[src/rtl/wb_port_arbiter.sv]
`default_nettype none
// ============================================================================
// Module   : wb_port_arbiter
// Purpose  : Shares the single register-file write port between the pipeline
//            write-back stage and a long-latency (mul/div) unit. Pipeline
//            writes always win. A long-latency result goes straight to the
//            port when the port is free. Otherwise it waits in a one-entry
//            hold buffer until the first cycle with no pipeline write.
// Ports    : clk, rst           - clock, asynchronous active-high reset
//            RegWriteW/RdW/ResultW - write-back stage write request
//            lu_valid/lu_rd/lu_data, lu_ready - long-latency result handshake
//            rf_we/rf_rd/rf_wd  - register-file write port
//            StallReq           - registered bubble request to the hazard unit
//            pend_valid/pend_rd - held-result status for RAW checks
// Config   : WBARB_AGE_LIMIT_EN - when defined, an age counter forces a drain
//            stall after AGE_LIMIT pipeline writes have delayed a held result.
//            When undefined, StallReq is tied low.
// Revision : 1.0 - initial release
// ============================================================================
module wb_port_arbiter #(
  parameter int AGE_LIMIT = 4
) (
  input  logic        clk,
  input  logic        rst,
  input  logic        RegWriteW,
  input  logic [4:0]  RdW,
  input  logic [31:0] ResultW,
  input  logic        lu_valid,
  input  logic [4:0]  lu_rd,
  input  logic [31:0] lu_data,
  output logic        lu_ready,
  output logic        rf_we,
  output logic [4:0]  rf_rd,
  output logic [31:0] rf_wd,
  output logic        StallReq,
  output logic        pend_valid,
  output logic [4:0]  pend_rd
);

  if (AGE_LIMIT < 1 || AGE_LIMIT > 7) begin : g_age_limit_range
    $error("wb_port_arbiter: AGE_LIMIT must be within 1..7");
  end

  typedef enum logic [1:0] {
    ST_IDLE  = 2'd0,
    ST_HOLD  = 2'd1,
    ST_DRAIN = 2'd2
  } state_e;

  state_e      state_q, state_d;
  logic        buf_valid_q, buf_valid_d;
  logic [4:0]  buf_rd_q, buf_rd_d;
  logic [31:0] buf_data_q, buf_data_d;

  logic        pw;
  logic        hs_live;
  logic        release_buf;

`ifdef WBARB_AGE_LIMIT_EN
  localparam logic [2:0] AGE_LIM = 3'(AGE_LIMIT);
  logic [2:0]  age_q, age_d;
  logic        stall_q, stall_d;
`endif

  // Port ownership and handshake decode.
  always_comb begin
    pw       = RegWriteW && (RdW != 5'd0);
    lu_ready = !buf_valid_q;
    // A result for x0 is accepted but has nowhere to go, so it is ignored.
    hs_live  = lu_valid && lu_ready && (lu_rd != 5'd0);
    // The held entry leaves either by being written (no pw this cycle) or by
    // being overwritten by a younger pipeline write to the same register.
    release_buf = buf_valid_q && (!pw || (RdW == buf_rd_q));
  end

  // Next-state logic.
  always_comb begin
    state_d     = state_q;
    buf_valid_d = buf_valid_q;
    buf_rd_d    = buf_rd_q;
    buf_data_d  = buf_data_q;
`ifdef WBARB_AGE_LIMIT_EN
    age_d       = age_q;
`endif
    case (state_q)
      ST_IDLE: begin
        if (hs_live && pw) begin
          state_d     = ST_HOLD;
          buf_valid_d = 1'b1;
          buf_rd_d    = lu_rd;
          buf_data_d  = lu_data;
`ifdef WBARB_AGE_LIMIT_EN
          age_d       = 3'd0;
`endif
        end
      end
      ST_HOLD, ST_DRAIN: begin
        if (release_buf) begin
          state_d     = ST_IDLE;
          buf_valid_d = 1'b0;
          buf_rd_d    = 5'd0;
`ifdef WBARB_AGE_LIMIT_EN
          age_d       = 3'd0;
`endif
        end
`ifdef WBARB_AGE_LIMIT_EN
        else begin
          // Saturating age: once at the limit the entry stays in DRAIN.
          if (age_q < AGE_LIM) begin
            age_d = age_q + 3'd1;
          end
          if (age_d >= AGE_LIM) begin
            state_d = ST_DRAIN;
          end
        end
`endif
      end
      default: begin
        state_d     = ST_IDLE;
        buf_valid_d = 1'b0;
        buf_rd_d    = 5'd0;
      end
    endcase
  end

`ifdef WBARB_AGE_LIMIT_EN
  always_comb begin
    stall_d = (state_d == ST_DRAIN);
  end
`endif

  always_ff @(posedge clk or posedge rst) begin
    if (rst) begin
      state_q     <= ST_IDLE;
      buf_valid_q <= 1'b0;
      buf_rd_q    <= 5'd0;
      buf_data_q  <= 32'd0;
`ifdef WBARB_AGE_LIMIT_EN
      age_q       <= 3'd0;
      stall_q     <= 1'b0;
`endif
    end else begin
      state_q     <= state_d;
      buf_valid_q <= buf_valid_d;
      buf_rd_q    <= buf_rd_d;
      buf_data_q  <= buf_data_d;
`ifdef WBARB_AGE_LIMIT_EN
      age_q       <= age_d;
      stall_q     <= stall_d;
`endif
    end
  end

  // Write-port mux. Reset blocks every write, including the combinational
  // pipeline and bypass paths that do not pass through a flop.
  always_comb begin
    rf_we = 1'b0;
    rf_rd = 5'd0;
    rf_wd = 32'd0;
    if (!rst) begin
      if (pw) begin
        rf_we = 1'b1;
        rf_rd = RdW;
        rf_wd = ResultW;
      end else if (buf_valid_q) begin
        rf_we = 1'b1;
        rf_rd = buf_rd_q;
        rf_wd = buf_data_q;
      end else if (hs_live) begin
        rf_we = 1'b1;
        rf_rd = lu_rd;
        rf_wd = lu_data;
      end
    end
  end

  always_comb begin
    pend_valid = buf_valid_q;
    pend_rd    = buf_valid_q ? buf_rd_q : 5'd0;
`ifdef WBARB_AGE_LIMIT_EN
    StallReq   = stall_q;
`else
    StallReq   = 1'b0;
`endif
  end

endmodule
`default_nettype wire

[config.mk]
export PLATFORM = sky130hd
export DESIGN_NAME = wb_port_arbiter
export DESIGN_NICKNAME = d
export VERILOG_FILES = /design/src/rtl/wb_port_arbiter.sv
export SDC_FILE = /design/constraint.sdc
export NUM_CORES = 1
export LEC_CHECK = 0
export ABC_AREA = 1
export CAP_MARGIN = 20
export CORE_UTILIZATION = 40
export CTS_CLUSTER_SIZE = 14
export DETAILED_ROUTE_END_ITERATION = 6
export GPL_TIMING_DRIVEN = 0
export PLACE_DENSITY = 0.79
export SLEW_MARGIN = 20
export SYNTH_ARGS = -nofsm -noshare
export SYNTH_HDL_FRONTEND = slang
export SYNTH_SLANG_ARGS = --single-unit
export TNS_END_PERCENT = 30
[constraint.sdc]
create_clock -name clk -period 1.98 [get_ports clk]
set_clock_uncertainty 0.15 [all_clocks]
set_input_delay 0.198 -clock clk [delete_from_list [all_inputs] [get_ports clk]]
set_output_delay 0.198 -clock clk [all_outputs]
set_load 0.005 [all_outputs]
==> metrics.md <==
| Metric | Value |
|---|---|
| Fin cells | around 610 |
| Clock Path Buffers | 2 |
| R2r worst-path depth | 10 |
| Wirelength per Cell | 14.2 um |
| Fin. Hold Viols | 0 |
| Worst hold-check path type | input pin to flop |
| Syn_nets | 458 |
| Final setup viols | 15 |
| # rows | 29 |
| CP endpoint | rf_wd[24] |
| Mapped Area | 0.00260 sq mm |
| Fmax | 486 MHz |
| Fillcell total | 545 |
| ANT cells | 0 |
| Final WL | roughly 8600 um |
| Via-to-Cell Ratio | 5.08 |
| Final WS setup | -0.0789 ns |
| GRT Total Usage | 26.1% |
| Area delta synth->final | 65.8% |
| CTS tree | built |
| Minimum clock period | between 2 and 2.5 ns |
| R2R Path End | buf_data_q[6]$_DFFE_PP0P_ |
| Tot Pwr | 4090 uW |
| RR Startpoint | pend_valid$_DFFE_PP0P_ |
| Number of global-route vias before repair | 2,857 |
| Clock Sink Count | 38 |
| Failing checks | setup timing |
| Post-detail-place hpwl | approximately 5800 um |
| Clock latency on the worst-skew pair | 0.29 ns |
| Cells after Synth | 380 |
| # H-tree levels | 2 |
| WP data arrival | 1.71 ns |
| CP Max Fanout | 5 |
| Placed Cells incl. Taps | 579 |
| Initial drt markers | around 160 |
| Number of synthesized register bits | 38 |
| Clock-pin slew on the worst setup and hold paths | 0.07 ns |
| Max Cap Viol | 0 |
| Critical Path Start Type | flop |
| Pre-antenna DRT Iters | 4 |
| Pins Over Slew Limit | 0 |
| Inserted Clock Buffers | 5 |
| DRC viols | 0 |
| Total number of vias | 3,085 |
| Unrepaired setup endpoints after global routing | true |
| Die height | 82.7 um |
| Worst R2R Setup Slack | 0.23 ns |
| Share of cells above drive strength 1 | around 28% |
| Ys Warns | 0 |
| Critical Path Sink Type | output port |
| I/O pin count | 124 |
| Critical Path Start | pend_valid$_DFFE_PP0P_ |
| Post-route ant nets | 0 |
| Pin count of the biggest net entering global routing | 25 |
| Critical path class | flop to output port |
| Yosys cell types | 21 |
| Synthesized area per cell | 6.85 sq um |
| Worst IR drop on VDD | ~500 uV |
| PortBufs | 122 |
| Core Area | 0.00631 sq mm |
| PwrDens | 947 mW/mm^2 |
| Gpl congestion | 0.892 |
| CTS root buf | clkbuf_8 |
| Die X | 82.7 um |
| First-pass GRT wire length | 13,500 um |
| Antenna violations before repair | 0 |
| Leak pwr | 0.00215 uW |
| Initial core utilization | 41.2% |
| Die area | 0.00683 sq mm |
| Sequential fraction of the synthesis area | 36.5% |
| Layout Nets | about 600 |
| Grt ovf | 0 |
| WP data required | 1.63 ns |
| Status | complete, but fails checks |
| Final worst path period share | 104% |
## what timing repair did
action                                  in CTS  in global routing
endpoints found under the setup margin      43                 41
gates cloned                                 4                  0
pin swaps                                   26                  8
hold buffers                                 0                  0
gates resized for setup                    180                 40
buffers inserted                            15                  2
## how the worst min path moves through the flow
stage / startpoint / end / slack (ns) / cells after the start
global placement: buf_data_q[30]$_DFFE_PP0P_ / buf_data_q[30]$_DFFE_PP0P_ / 0.31 / 2
detailed placement: buf_data_q[29]$_DFFE_PP0P_ / buf_data_q[29]$_DFFE_PP0P_ / 0.32 / 2
floorplan: lu_data[0] / buf_data_q[0]$_DFFE_PP0P_ / 0.16 / 2
CTS: lu_rd[3] / buf_rd_q[3]$_DFFE_PP0P_ / 0.17 / 3
finish: lu_rd[1] / buf_rd_q[1]$_DFFE_PP0P_ / 0.08 / 3
global route: lu_rd[0] / buf_rd_q[0]$_DFFE_PP0P_ / 0.09 / 3
## state kept, by name (all words and copies together), names as in the netlist
register and flops:
pend_valid 1, buf_data_q 32, buf_rd_q 5
## critical path: stages, from the launching register on
cell	delay (ns)
dfrtp_2	0.45
nor2_4	0.14
nand2_2	0.10
inv_4	0.10
buf_12	0.14
buf_8	0.12
buf_4	0.10
nand2_2	0.04
a21oi_2	0.10
buf_2	0.12
## metrics by stage
step	hold WS (ns)	TNS (ns)	instance area (sq um)	utilization [%]	setup slack (ns)
global route	0.0898	-3.49	4320	68.4	-0.162
detailed placement	0.315	-31.29	3920	62.1	-1.30
floorplan	0.158	0	2600	-	0.176
finish	0.0846	-0.283	4320	68.4	-0.0789
global placement	0.312	-28.06	3920	62.1	-1.30
CTS	0.173	-1.33	4270	67.6	-0.143
## report_power, final
group | switching (uW) | internal (uW) | leakage (uW)
registers | 281 | 1140 | 0.000474
clock network | 278 | 371 | 0.0000579
logic | 1020 | 1000 | 0.00162
total | 1580 | 2510 | 0.00215
## cell usage after synthesis
cell | instances | area [sq um]
nor2_4 | 1 | 11.3
nand2_4 | 2 | 22.5
nand2_1 | 164 | 616
a21oi_2 | 25 | 219
dfrtp_1 | 38 | 951
inv_1 | 17 | 63.8
clkbuf_1 | 5 | 18.8
inv_2 | 3 | 11.3
buf_2 | 9 | 45.0
o21ai_0 | 36 | 180
nand3_1 | 9 | 45.0
conb_1 | 1 | 3.75
buf_6 | 8 | 90.1
nand2_2 | 2 | 12.5
xnor2_1 | 1 | 8.76
nor2_1 | 9 | 33.8
clkbuf_2 | 1 | 5.00
nand3_2 | 1 | 10.0
a21oi_1 | 40 | 200
a31oi_1 | 4 | 25.0
buf_4 | 4 | 30.0
## cell type report
class,count,area (sq um),area share (%)
Multi-Input combinational cell,295,1490,34.5
Clock buffer,5,68.8,1.59
Sequential cell,38,952,22.1
Clock inverter,3,40.0,0.928
Buffer,26,250,5.80
Tap cell,77,96.3,2.23
Timing Repair Buffer,143,1340,31.0
Inverter,20,80.1,1.86
## logic make-up (layout without fill, tap and decap cells)
kind of cell | after synthesis | in the layout | synth area share [%]
flops | 38 | 38 | 36.5
xor+xnor | 1 | 1 | 0.337
other cells | 1 | 1 | 0.144
simple gates | 188 | 188 | 28.8
buf+inv | 47 | 197 | 10.1
compound gates | 105 | 105 | 24.0
## cell usage in the layout (no fill, tap or decap), types with 2 or more instances in the layout
| cell type | n |
|---|---|
| a21oi_1 | 26 |
| a21oi_2 | 39 |
| a31oi_1 | 4 |
| buf_12 | 5 |
| buf_16 | 3 |
| buf_2 | 38 |
| buf_4 | 17 |
| buf_6 | 4 |
| buf_8 | 6 |
| clkbuf_1 | 2 |
| clkbuf_4 | 4 |
| clkbuf_8 | 5 |
| clkdlybuf4s50_1 | 75 |
| clkinv_2 | 2 |
| dfrtp_1 | 37 |
| dlygate4sd2_1 | 9 |
| dlymetal6s2s_1 | 3 |
| inv_1 | 16 |
| inv_2 | 2 |
| inv_4 | 2 |
| nand2_1 | 152 |
| nand2_2 | 10 |
| nand2_4 | 6 |
| nand3_1 | 9 |
| nor2_1 | 9 |
| o21ai_0 | 32 |
| o21ai_1 | 4 |
## metal layers
| metal | wire [um] | GRT usage, % |
|---|---|---|
| met5 | 0 | 0 |
| met4 | 176 | 9.14 |
| met3 | 547 | 4.84 |
| met2 | 4380 | 45.9 |
| met1 | 3540 | 31.8 |
Power figures use the tool's default switching activity.
